## src/rtl/vend_transaction_controller.sv

```systemverilog
// Purchase sequencer: collects coins, validates a selection against price/stock,
// drives per-item dispense handshakes and pays change back coin by coin.
module vend_transaction_controller #(
  parameter int unsigned TIMEOUT_CYCLES = 1000,
  parameter int unsigned CREDIT_W       = 16
) (
  input  logic                CLK,
  input  logic                RESET,
  input  logic                coin_valid,
  input  logic [1:0]          coin_value,
  output logic                coin_ready,
  input  logic                select_valid,
  input  logic [2:0]          select_id,
  input  logic [3:0]          select_qty,
  input  logic                cancel,
  input  logic [7:0]          price,
  input  logic [4:0]          stock,
  output logic [2:0]          buy_id,
  output logic [3:0]          buy_qty,
  output logic                buy_pulse,
  output logic                vend_req,
  input  logic                vend_ack,
  output logic                change_valid,
  output logic [1:0]          change_coin,
  input  logic                change_ready,
  output logic [CREDIT_W-1:0] credit,
  output logic [1:0]          err_code,
  output logic                done,
  output logic [2:0]          state
);

  localparam int unsigned TMO_W  = $clog2(TIMEOUT_CYCLES) + 1;
  localparam int unsigned COST_W = 12;
  localparam int unsigned CMP_W  = (CREDIT_W > COST_W) ? CREDIT_W : COST_W;

  // Highest credit that can still absorb a 50-unit coin without wrapping
  localparam logic [CREDIT_W-1:0] COIN_LIMIT = {CREDIT_W{1'b1}} - CREDIT_W'(50);

  localparam logic [1:0] ERR_NONE  = 2'b00;
  localparam logic [1:0] ERR_STOCK = 2'b01;
  localparam logic [1:0] ERR_FUNDS = 2'b10;

  typedef enum logic [2:0] {
    S_IDLE    = 3'd0,
    S_COLLECT = 3'd1,
    S_CHECK   = 3'd2,
    S_VEND    = 3'd3,
    S_CHANGE  = 3'd4
  } state_t;

  state_t              state_q, state_d;
  logic [CREDIT_W-1:0] credit_q, credit_d;
  logic [TMO_W-1:0]    tmo_q, tmo_d;
  logic [3:0]          remaining_q, remaining_d;
  logic [2:0]          buy_id_q, buy_id_d;
  logic [3:0]          buy_qty_q, buy_qty_d;
  logic [1:0]          err_q, err_d;
  logic                buy_pulse_q, buy_pulse_d;
  logic                done_q, done_d;

  logic                coin_accept_c;
  logic [1:0]          change_coin_c;
  logic [5:0]          change_units_c;
  logic [CREDIT_W-1:0] change_rem_c;
  logic [COST_W-1:0]   cost_c;

  function automatic logic [5:0] coin_units(input logic [1:0] c);
    case (c)
      2'b00:   coin_units = 6'd5;
      2'b01:   coin_units = 6'd10;
      2'b10:   coin_units = 6'd20;
      default: coin_units = 6'd50;
    endcase
  endfunction

  // Handshake-facing outputs decode straight from registered state
  assign coin_ready    = ((state_q == S_IDLE) || (state_q == S_COLLECT)) && (credit_q <= COIN_LIMIT);
  assign coin_accept_c = coin_valid & coin_ready;
  assign vend_req      = (state_q == S_VEND);
  assign change_valid  = (state_q == S_CHANGE);

  always_comb begin
    if (credit_q >= CREDIT_W'(50))      change_coin_c = 2'b11;
    else if (credit_q >= CREDIT_W'(20)) change_coin_c = 2'b10;
    else if (credit_q >= CREDIT_W'(10)) change_coin_c = 2'b01;
    else                                change_coin_c = 2'b00;
  end

  assign change_units_c = coin_units(change_coin_c);
  assign change_rem_c   = (credit_q > CREDIT_W'(change_units_c)) ?
                          (credit_q - CREDIT_W'(change_units_c)) : '0;
  assign cost_c         = COST_W'(price) * COST_W'(buy_qty_q);

  always_ff @(posedge CLK or posedge RESET) begin
    if (RESET) begin
      state_q     <= S_IDLE;
      credit_q    <= '0;
      tmo_q       <= '0;
      remaining_q <= '0;
      buy_id_q    <= '0;
      buy_qty_q   <= '0;
      err_q       <= ERR_NONE;
      buy_pulse_q <= 1'b0;
      done_q      <= 1'b0;
    end else begin
      state_q     <= state_d;
      credit_q    <= credit_d;
      tmo_q       <= tmo_d;
      remaining_q <= remaining_d;
      buy_id_q    <= buy_id_d;
      buy_qty_q   <= buy_qty_d;
      err_q       <= err_d;
      buy_pulse_q <= buy_pulse_d;
      done_q      <= done_d;
    end
  end

  always_comb begin
    state_d     = state_q;
    credit_d    = credit_q;
    tmo_d       = tmo_q;
    remaining_d = remaining_q;
    buy_id_d    = buy_id_q;
    buy_qty_d   = buy_qty_q;
    err_d       = err_q;
    buy_pulse_d = 1'b0;
    done_d      = 1'b0;

    case (state_q)
      S_IDLE: begin
        if (coin_accept_c) begin
          credit_d = credit_q + CREDIT_W'(coin_units(coin_value));
          tmo_d    = '0;
          state_d  = S_COLLECT;
        end
      end

      S_COLLECT: begin
        // A coin landing alongside select/cancel is counted first
        if (coin_accept_c) credit_d = credit_q + CREDIT_W'(coin_units(coin_value));
        if (cancel) begin
          tmo_d = '0;
          if (credit_d != '0) begin
            state_d = S_CHANGE;
          end else begin
            state_d = S_IDLE;
            done_d  = 1'b1;
          end
        end else if (select_valid) begin
          tmo_d     = '0;
          buy_id_d  = select_id;
          buy_qty_d = select_qty;
          err_d     = ERR_NONE;
          state_d   = S_CHECK;
        end else if (coin_accept_c) begin
          tmo_d = '0;
        end else if (tmo_q == TMO_W'(TIMEOUT_CYCLES - 1)) begin
          tmo_d   = '0;
          state_d = S_CHANGE;
        end else begin
          tmo_d = tmo_q + TMO_W'(1);
        end
      end

      S_CHECK: begin
        if ((buy_qty_q == 4'd0) || (stock < {1'b0, buy_qty_q})) begin
          err_d   = ERR_STOCK;
          state_d = S_COLLECT;
        end else if (CMP_W'(credit_q) < CMP_W'(cost_c)) begin
          err_d   = ERR_FUNDS;
          state_d = S_COLLECT;
        end else begin
          credit_d    = credit_q - CREDIT_W'(cost_c);
          buy_pulse_d = 1'b1;
          remaining_d = buy_qty_q;
          state_d     = S_VEND;
        end
      end

      S_VEND: begin
        if (vend_ack) begin
          if (remaining_q <= 4'd1) begin
            remaining_d = '0;
            if (credit_q != '0) begin
              state_d = S_CHANGE;
            end else begin
              state_d = S_IDLE;
              done_d  = 1'b1;
            end
          end else begin
            remaining_d = remaining_q - 4'd1;
          end
        end
      end

      S_CHANGE: begin
        // Residue smaller than the smallest coin is forfeited
        if (change_ready) begin
          if (change_rem_c < CREDIT_W'(5)) begin
            credit_d = '0;
            state_d  = S_IDLE;
            done_d   = 1'b1;
          end else begin
            credit_d = change_rem_c;
          end
        end
      end

      default: state_d = S_IDLE;
    endcase
  end

  assign state       = state_q;
  assign credit      = credit_q;
  assign buy_id      = buy_id_q;
  assign buy_qty     = buy_qty_q;
  assign buy_pulse   = buy_pulse_q;
  assign err_code    = err_q;
  assign done        = done_q;
  assign change_coin = change_coin_c;

endmodule

```

## config.mk

```make
export PLATFORM = sky130hd
export DESIGN_NAME = vend_transaction_controller
export DESIGN_NICKNAME = d
export VERILOG_FILES = /design/src/rtl/vend_transaction_controller.sv
export SDC_FILE = /design/constraint.sdc
export NUM_CORES = 1
export LEC_CHECK = 0
export ABC_AREA = 1
export CAP_MARGIN = 20
export CORE_MARGIN = 10
export CORE_UTILIZATION = 35
export DETAILED_ROUTE_END_ITERATION = 7
export GPL_ROUTABILITY_DRIVEN = 0
export PLACE_DENSITY = 0.61
export SETUP_SLACK_MARGIN = 0.02
export SYNTH_ARGS = -nofsm -noshare
export SYNTH_HDL_FRONTEND = slang
export SYNTH_SLANG_ARGS = --single-unit
```

## constraint.sdc

```tcl
create_clock -name CLK -period 4.6 [get_ports CLK]
set_input_delay 0.46 -clock CLK [delete_from_list [all_inputs] [get_ports CLK]]
set_output_delay 0.46 -clock CLK [all_outputs]
set_load 0.005 [all_outputs]
```

## Word level (Yosys, flattened, before mapping)

Cells that the tools add are included.

- Add/sub/neg operators: 6
- $mul: 1
- Order comparisons: 9
- Equal/unequal tests: 21
- Muxes and demuxes: 58
- Bitwise logic cells: 2
- Reductions and logical operators: 19

Operators with widths:

| kind | count |
|---|---|
| 16-bit 2-to-1 mux | 8 |
| 16-bit case mux with 4 select lines | 1 |
| 11-bit 2-to-1 mux | 5 |
| 6-bit case mux with 3 select lines | 2 |
| 3-bit 2-to-1 mux | 11 |
| 16-bit by 6-bit adder with 16-bit output | 2 |
| 16-bit nonzero test | 2 |
| 11-bit case mux with 2 select lines | 1 |
| 6-bit 2-to-1 mux | 3 |
| 16-bit by 4-bit >= comparator with 1-bit output, second input constant | 1 |
| 16-bit by 5-bit >= comparator with 1-bit output, second input constant | 1 |
| 16-bit by 6-bit >= comparator with 1-bit output, second input constant | 1 |
| 16-bit by 6-bit > comparator with 1-bit output | 1 |
| 16-bit <= comparator, second input constant | 1 |
| 16-bit by 12-bit less-than comparator with 1-bit output | 1 |
| 16-bit by 3-bit less-than comparator with 1-bit output, second input constant | 1 |
| 2-bit 2-to-1 mux | 8 |
| 4-bit 2-to-1 mux | 4 |
| 16-bit by 12-bit subtractor with 16-bit output | 1 |
| 16-bit by 6-bit subtractor with 16-bit output | 1 |
| 3-bit case mux with 5 select lines | 1 |
| 8-bit by 4-bit multiplier with 12-bit output | 1 |
| 11-bit by 1-bit adder with 11-bit output, second input constant | 1 |
| 11-bit by 10-bit equality test with 1-bit output, second input constant | 1 |
| other kinds (31) | 56 |

- Register bits after elaboration: 45
- Bits of input ports: 29
- Logic and storage cells: 125

## Logic depth before layout (Yosys ltp)

- Word-level depth: 13
- Gate-level depth with buffers: 34
- Mapped depth without buffers: 32

## Worst setup path after synthesis

Ideal clock, no wire load.

- Path type: flip-flop to flip-flop
- From: reg buy_qty_q[3] (netlist: buy_qty[3])
- To: reg credit_q[1] (netlist: credit[1])
- Data arrival time: 4.765 ns
- Slack: -0.278 ns
- Stages on the path, launching flop included: 27
- Buffers on the path: 2
- Path through: dfrtp_1 clkbuf_1 nand2_1 fa_1 fa_1 fa_1 o21ai_0 a21oi_1 o21ai_0 nand2_1 nand2_1 a21oi_1 xor2_1 ha_1 inv_1 nor3_1 nand4_1 nand3_1 inv_1 nand3_1 o21ai_1 nor2_1 buf_2 nand2_1 nand3b_1 nand2_1 inv_1

- Cells in the longest elaborated chain, start to end: 4
- Elaborated cells between the ends (all ways): 8
- Those cells by class: 1 x mul; 2 x order compare; 2 x eq/ne; 3 x reduce/logical

Ends and longest elaborated chain:

| element | RTL line | RTL |
|---|---|---|
| from (decl) | 56 | `logic [3:0] buy_qty_q, buy_qty_d;` |
| from (signal assigned) | 111 | `buy_qty_q <= buy_qty_d;` |
| 8-bit by 4-bit multiplier with 12-bit output (tied with other cells) | 92 | `assign cost_c = COST_W'(price) * COST_W'(buy_qty_q);` |
| 16-bit by 12-bit less-than comparator with 1-bit output / 1-bit logical OR (equally long branches) | 169, 166 |  |
| 2-bit != test (no line) | -- |  |
| 5-bit AND reduction (no line) * | -- |  |
| to (signal assigned) | 107 | `credit_q <= credit_d;` |
| to (decl) | 52 | `logic [CREDIT_W-1:0] credit_q, credit_d;` |

Every way passes the cells marked *; elsewhere a longest branch is shown, timed or not.
A chain may end at the register's enable or synchronous reset.

## Worst setup path after layout

- From: reg buy_qty_q[3] (netlist: buy_qty[3])
- To: reg remaining_q[2]

- Cells in the longest elaborated chain, start to end: 4
- Elaborated cells between the ends (all ways): 8
- Those cells by class: 1 x mul; 2 x order compare; 2 x eq/ne; 3 x reduce/logical

Ends and longest elaborated chain:

| element | RTL line | RTL |
|---|---|---|
| 8-bit by 4-bit multiplier with 12-bit output (tied with other cells) | 92 |  |
| 16-bit by 12-bit less-than comparator with 1-bit output / 1-bit logical OR (equally long branches) | 169, 166 |  |
| 2-bit != test (no line) | -- |  |
| 4-bit AND reduction (no line) * | -- |  |
| to (signal assigned) | 109 | `remaining_q <= remaining_d;` |
| to (decl) | 54 | `logic [3:0] remaining_q, remaining_d;` |

Marked as above.

==> parameters.txt <==
Parameter                              Value

Drt
  Total routed wirelength ... 18740 µm
  Antenna Violating Nets Remaining ... 0
  DRC errors left ... 0
  First-pass detailed-route iteration total ... 5
  Via/cell ratio ... 5.047
  First DRT Iteration DRCs ... 545
  Average wire length per cell after detail routing ... 14.81 µm
  Vias after detailed routing ... 6384

Clock tree
  Quantity of hold-fixing buffers added after cts ... 0
  Root buffer selected by CTS ... sky130_fd_sc_hd__clkbuf_16
  Buffer levels on the longest clock path ... 2
  Clock net sink count ... 45
  Clk slew on worst S/H paths ... 0.07 ns
  TritonCTS clock tree ... done
  Clock buffer count from CTS ... 5
  Clock insertion delay at the later pin of the skew report ... 0.30 ns
  H-tree depth ... 2

STA
  Part of the cycle the worst path needs ... 98.78%
  Summed negative setup slack over all endpoints ... 0 ns
  Max-slew headroom ... 37.58%
  Number of pins exceeding their max-slew limit in the final report ... 0
  Final hold violation count ... 0
  Endpoints failing setup ... 0
  Worst slew pin tran ... 0.9313 ns
  Post-route clock skew ... 0.006257 ns
  Post-route minimum period ... 4.544 ns
  Setup repair after global routing missed its margin ... true
  Worst hold slack across all endpoints ... 0.3741 ns
  Highest clock rate ... 0.2201 GHz

Global route
  Via count of the first global-routing pass ... 6090
  Gr ovfl total ... 0
  Initial antenna violation count ... 0
  Total routing resource utilization after global routing ... 16.44%
  Pin count of the biggest net entering global routing ... 46
  First-pass GRT wire length ... 30460 µm

Synthesis
  Syn Inst Count ... 930
  Combined area of all synthesized cells ... 5948 µm²
  Syn nets ... 1020
  Number of enable flip-flop cells after synthesis ... 0
  Fraction of the yosys area taken by sequential cells ... 18.93%
  Fraction of registers with async set/reset ... 100.0%
  Number of register bits inferred by synthesis ... 45
  Synth warnings ... 0
  Cell type with the largest total area after synthesis ... sky130_fd_sc_hd__dfrtp_1
  Top area cells in the synthesized netlist ... sky130_fd_sc_hd__dfrtp_1 19%, sky130_fd_sc_hd__nand2_1 18%, sky130_fd_sc_hd__ha_1 9.7%, sky130_fd_sc_hd__inv_1 8.1%, sky130_fd_sc_hd__nand3_1 6.0%
  Prevailing post-synth register cell ... sky130_fd_sc_hd__dfrtp_1
  Avg Cell Area, Syn ... 6.396 µm²
  Most frequent cells after synthesis ... 285 x sky130_fd_sc_hd__nand2_1, 129 x sky130_fd_sc_hd__inv_1, 73 x sky130_fd_sc_hd__nor2_1, 71 x sky130_fd_sc_hd__nand3_1, 46 x sky130_fd_sc_hd__ha_1
  Share of the synthesized area in the top cell type ... 18.93%
  Unique masters post-synth ... 44
  Most frequently used cell type in the post-synthesis netlist ... sky130_fd_sc_hd__nand2_1

Critical path
  Terminus of the critical flop-to-flop path ... remaining_q[2]
  Setup crit start kind ... flip-flop
  FF-to-FF setup slack ... 0.06 ns
  Reg2reg start ... buy_qty[3]
  Category of the worst setup path capture point ... flip-flop
  Maximum fanout along the worst path ... 6
  Endpoint arrival time on the critical path ... 4.73 ns
  CP max stage delay ... 0.53 ns
  Worst EP required ... 4.79 ns
  Worst path most repeated cell ... sky130_fd_sc_hd__nand2_1
  Logic depth of the worst register-to-register path ... 32
  Highest-delay cell along the critical path ... sky130_fd_sc_hd__fa_1
  Critical path type ... flip-flop to flip-flop

Floorplan
  Die width ... 150.4 µm
  Area of the die ... 22610 µm²
  Starting density of the core ... 35.74%
  Die Height ... 150.4 µm
  Number of top-level pins ... 64
  Row count ... 47
  Placeable core region ... 16640 µm²

Hold path
  Type of the tightest min-delay check ... input pin to asynchronous set/reset pin

Cells and area
  Fraction of final layout cells sized beyond drive strength 1 ... 15.69%
  Final instance area ... 7582 µm²
  Filler cell count in the final layout ... 1729
  # nets final ... 1134
  Area Growth Syn to Fin ... 27.47%
  Inserted Diodes ... 0

Outcome
  Run status ... finished, final reports clean

Placement
  Buffers on Ports ... 63
  Area of placed instances ... 7179 µm²
  HPWL Detailed ... 14990 µm

Run
  Max Cap Viol ... 0
state kept, by name, indices dropped and copies added, names as in the netlist:
name and cells:
buy_qty 4, state 3, buy_id 3, err_code 2, credit 16, tmo_q 11
remaining_q 4, done 1, buy_pulse 1
worst max-delay path, delay by kind of cell (launching register included):
family,cells,cell delay [ns]
adders and majority gates,4,1.56
and+or+nand+nor,14,0.94
AOI/OAI and AO/OA,7,0.78
buffers and inverters,6,0.52
DFF,1,0.46
xor gates and xnor gates,1,0.16
cell families after synthesis:
| logic type | synth area share [%] |
|---|---|
| buffers and inverters | 11.23 |
| AND/OR/NAND/NOR | 38.91 |
| flip-flops | 18.93 |
| XOR/XNOR | 3.092 |
| adder cells (fa/ha/maj) | 14.72 |
| AO/OA/AOI/OAI | 13.10 |
per-layer routing:
metal / wire length [µm] / GRT usage, % / share of wire [%]
met5: 0 / 0 / 0
met4: 313 / 4.276 / 1.7
met3: 1134 / 2.941 / 6.1
met2: 8475 / 26.26 / 45
met1: 8816 / 22.29 / 47
per-stage QoR:
step | worst slack, ns | std cells | utilization [%]
floorplan | 0.04023 | 930 | -
CTS | 0.02055 | 1260 | 44.69
global route | -0.3788 | 1265 | 45.56
detailed placement | -0.6689 | 1247 | 43.14
global placement | -0.5489 | 1247 | 43.14
finish | 0.05603 | 1265 | 45.56
worst max-delay path by stage:
stage                          start              to  slack [ns]
after CTS                 buy_qty[2]       credit[7]        0.02
after floorplan           buy_qty[3]       credit[8]        0.04
after detailed placement    price[1]       credit[1]       -0.67
after global routing      buy_qty[3]  remaining_q[2]       -0.38
after global placement      price[1]       credit[1]       -0.55
final                     buy_qty[3]  remaining_q[2]        0.06
repair_timing:
| item | CTS | global route |
|---|---|---|
| cloned | 0 | 0 |
| setup buffers | 5 | 5 |
| setup endpoints to repair | 22 | 24 |
| resized for setup | 20 | 32 |
| pin swaps | 16 | 4 |
final cells by class:
class                   count  area [µm²]  area share (%)
well taps                 220       275.3           3.630
multi-input cells         722        4299           56.70
repair buffers            133        1186           15.64
flip-flops and latches     45        1130           14.90
clock buffers               5       125.1           1.650
clock inverters             3       47.55          0.6271
inverters                 137       519.2           6.848
placed cells by master, fill, tap and decap left out, types with 3 or more instances in the layout:
master	Yosys	layout
sky130_fd_sc_hd__a21oi_1	36	31
sky130_fd_sc_hd__a21oi_2	1	6
sky130_fd_sc_hd__buf_4	2	63
sky130_fd_sc_hd__buf_6	5	6
sky130_fd_sc_hd__clkbuf_16	0	5
sky130_fd_sc_hd__clkdlybuf4s50_1	0	58
sky130_fd_sc_hd__dfrtp_1	45	42
sky130_fd_sc_hd__dfrtp_2	0	3
sky130_fd_sc_hd__dlygate4sd2_1	0	4
sky130_fd_sc_hd__fa_1	15	15
sky130_fd_sc_hd__ha_1	46	44
sky130_fd_sc_hd__inv_1	129	125
sky130_fd_sc_hd__inv_2	8	10
sky130_fd_sc_hd__nand2_1	285	276
sky130_fd_sc_hd__nand2_2	5	12
sky130_fd_sc_hd__nand2_4	2	4
sky130_fd_sc_hd__nand3_1	71	68
sky130_fd_sc_hd__nand3_2	9	10
sky130_fd_sc_hd__nand3_4	4	6
sky130_fd_sc_hd__nand3b_1	5	5
sky130_fd_sc_hd__nand4_1	16	16
sky130_fd_sc_hd__nor2_1	73	72
sky130_fd_sc_hd__nor2_2	8	8
sky130_fd_sc_hd__nor2_4	3	4
sky130_fd_sc_hd__nor3_1	7	6
sky130_fd_sc_hd__nor3_2	3	4
sky130_fd_sc_hd__o2111ai_1	5	5
sky130_fd_sc_hd__o211ai_1	6	6
sky130_fd_sc_hd__o21ai_0	39	34
sky130_fd_sc_hd__o21ai_1	21	21
sky130_fd_sc_hd__o21ai_2	0	4
sky130_fd_sc_hd__o21bai_1	5	5
sky130_fd_sc_hd__o221ai_1	4	4
sky130_fd_sc_hd__o22ai_1	11	11
sky130_fd_sc_hd__o31ai_1	3	3
sky130_fd_sc_hd__or2_2	5	5
sky130_fd_sc_hd__xnor2_1	5	5
sky130_fd_sc_hd__xor2_1	16	16
Power is not shown: default switching activity piles up to over one toggle a cycle in this logic, so the estimate is an artifact.
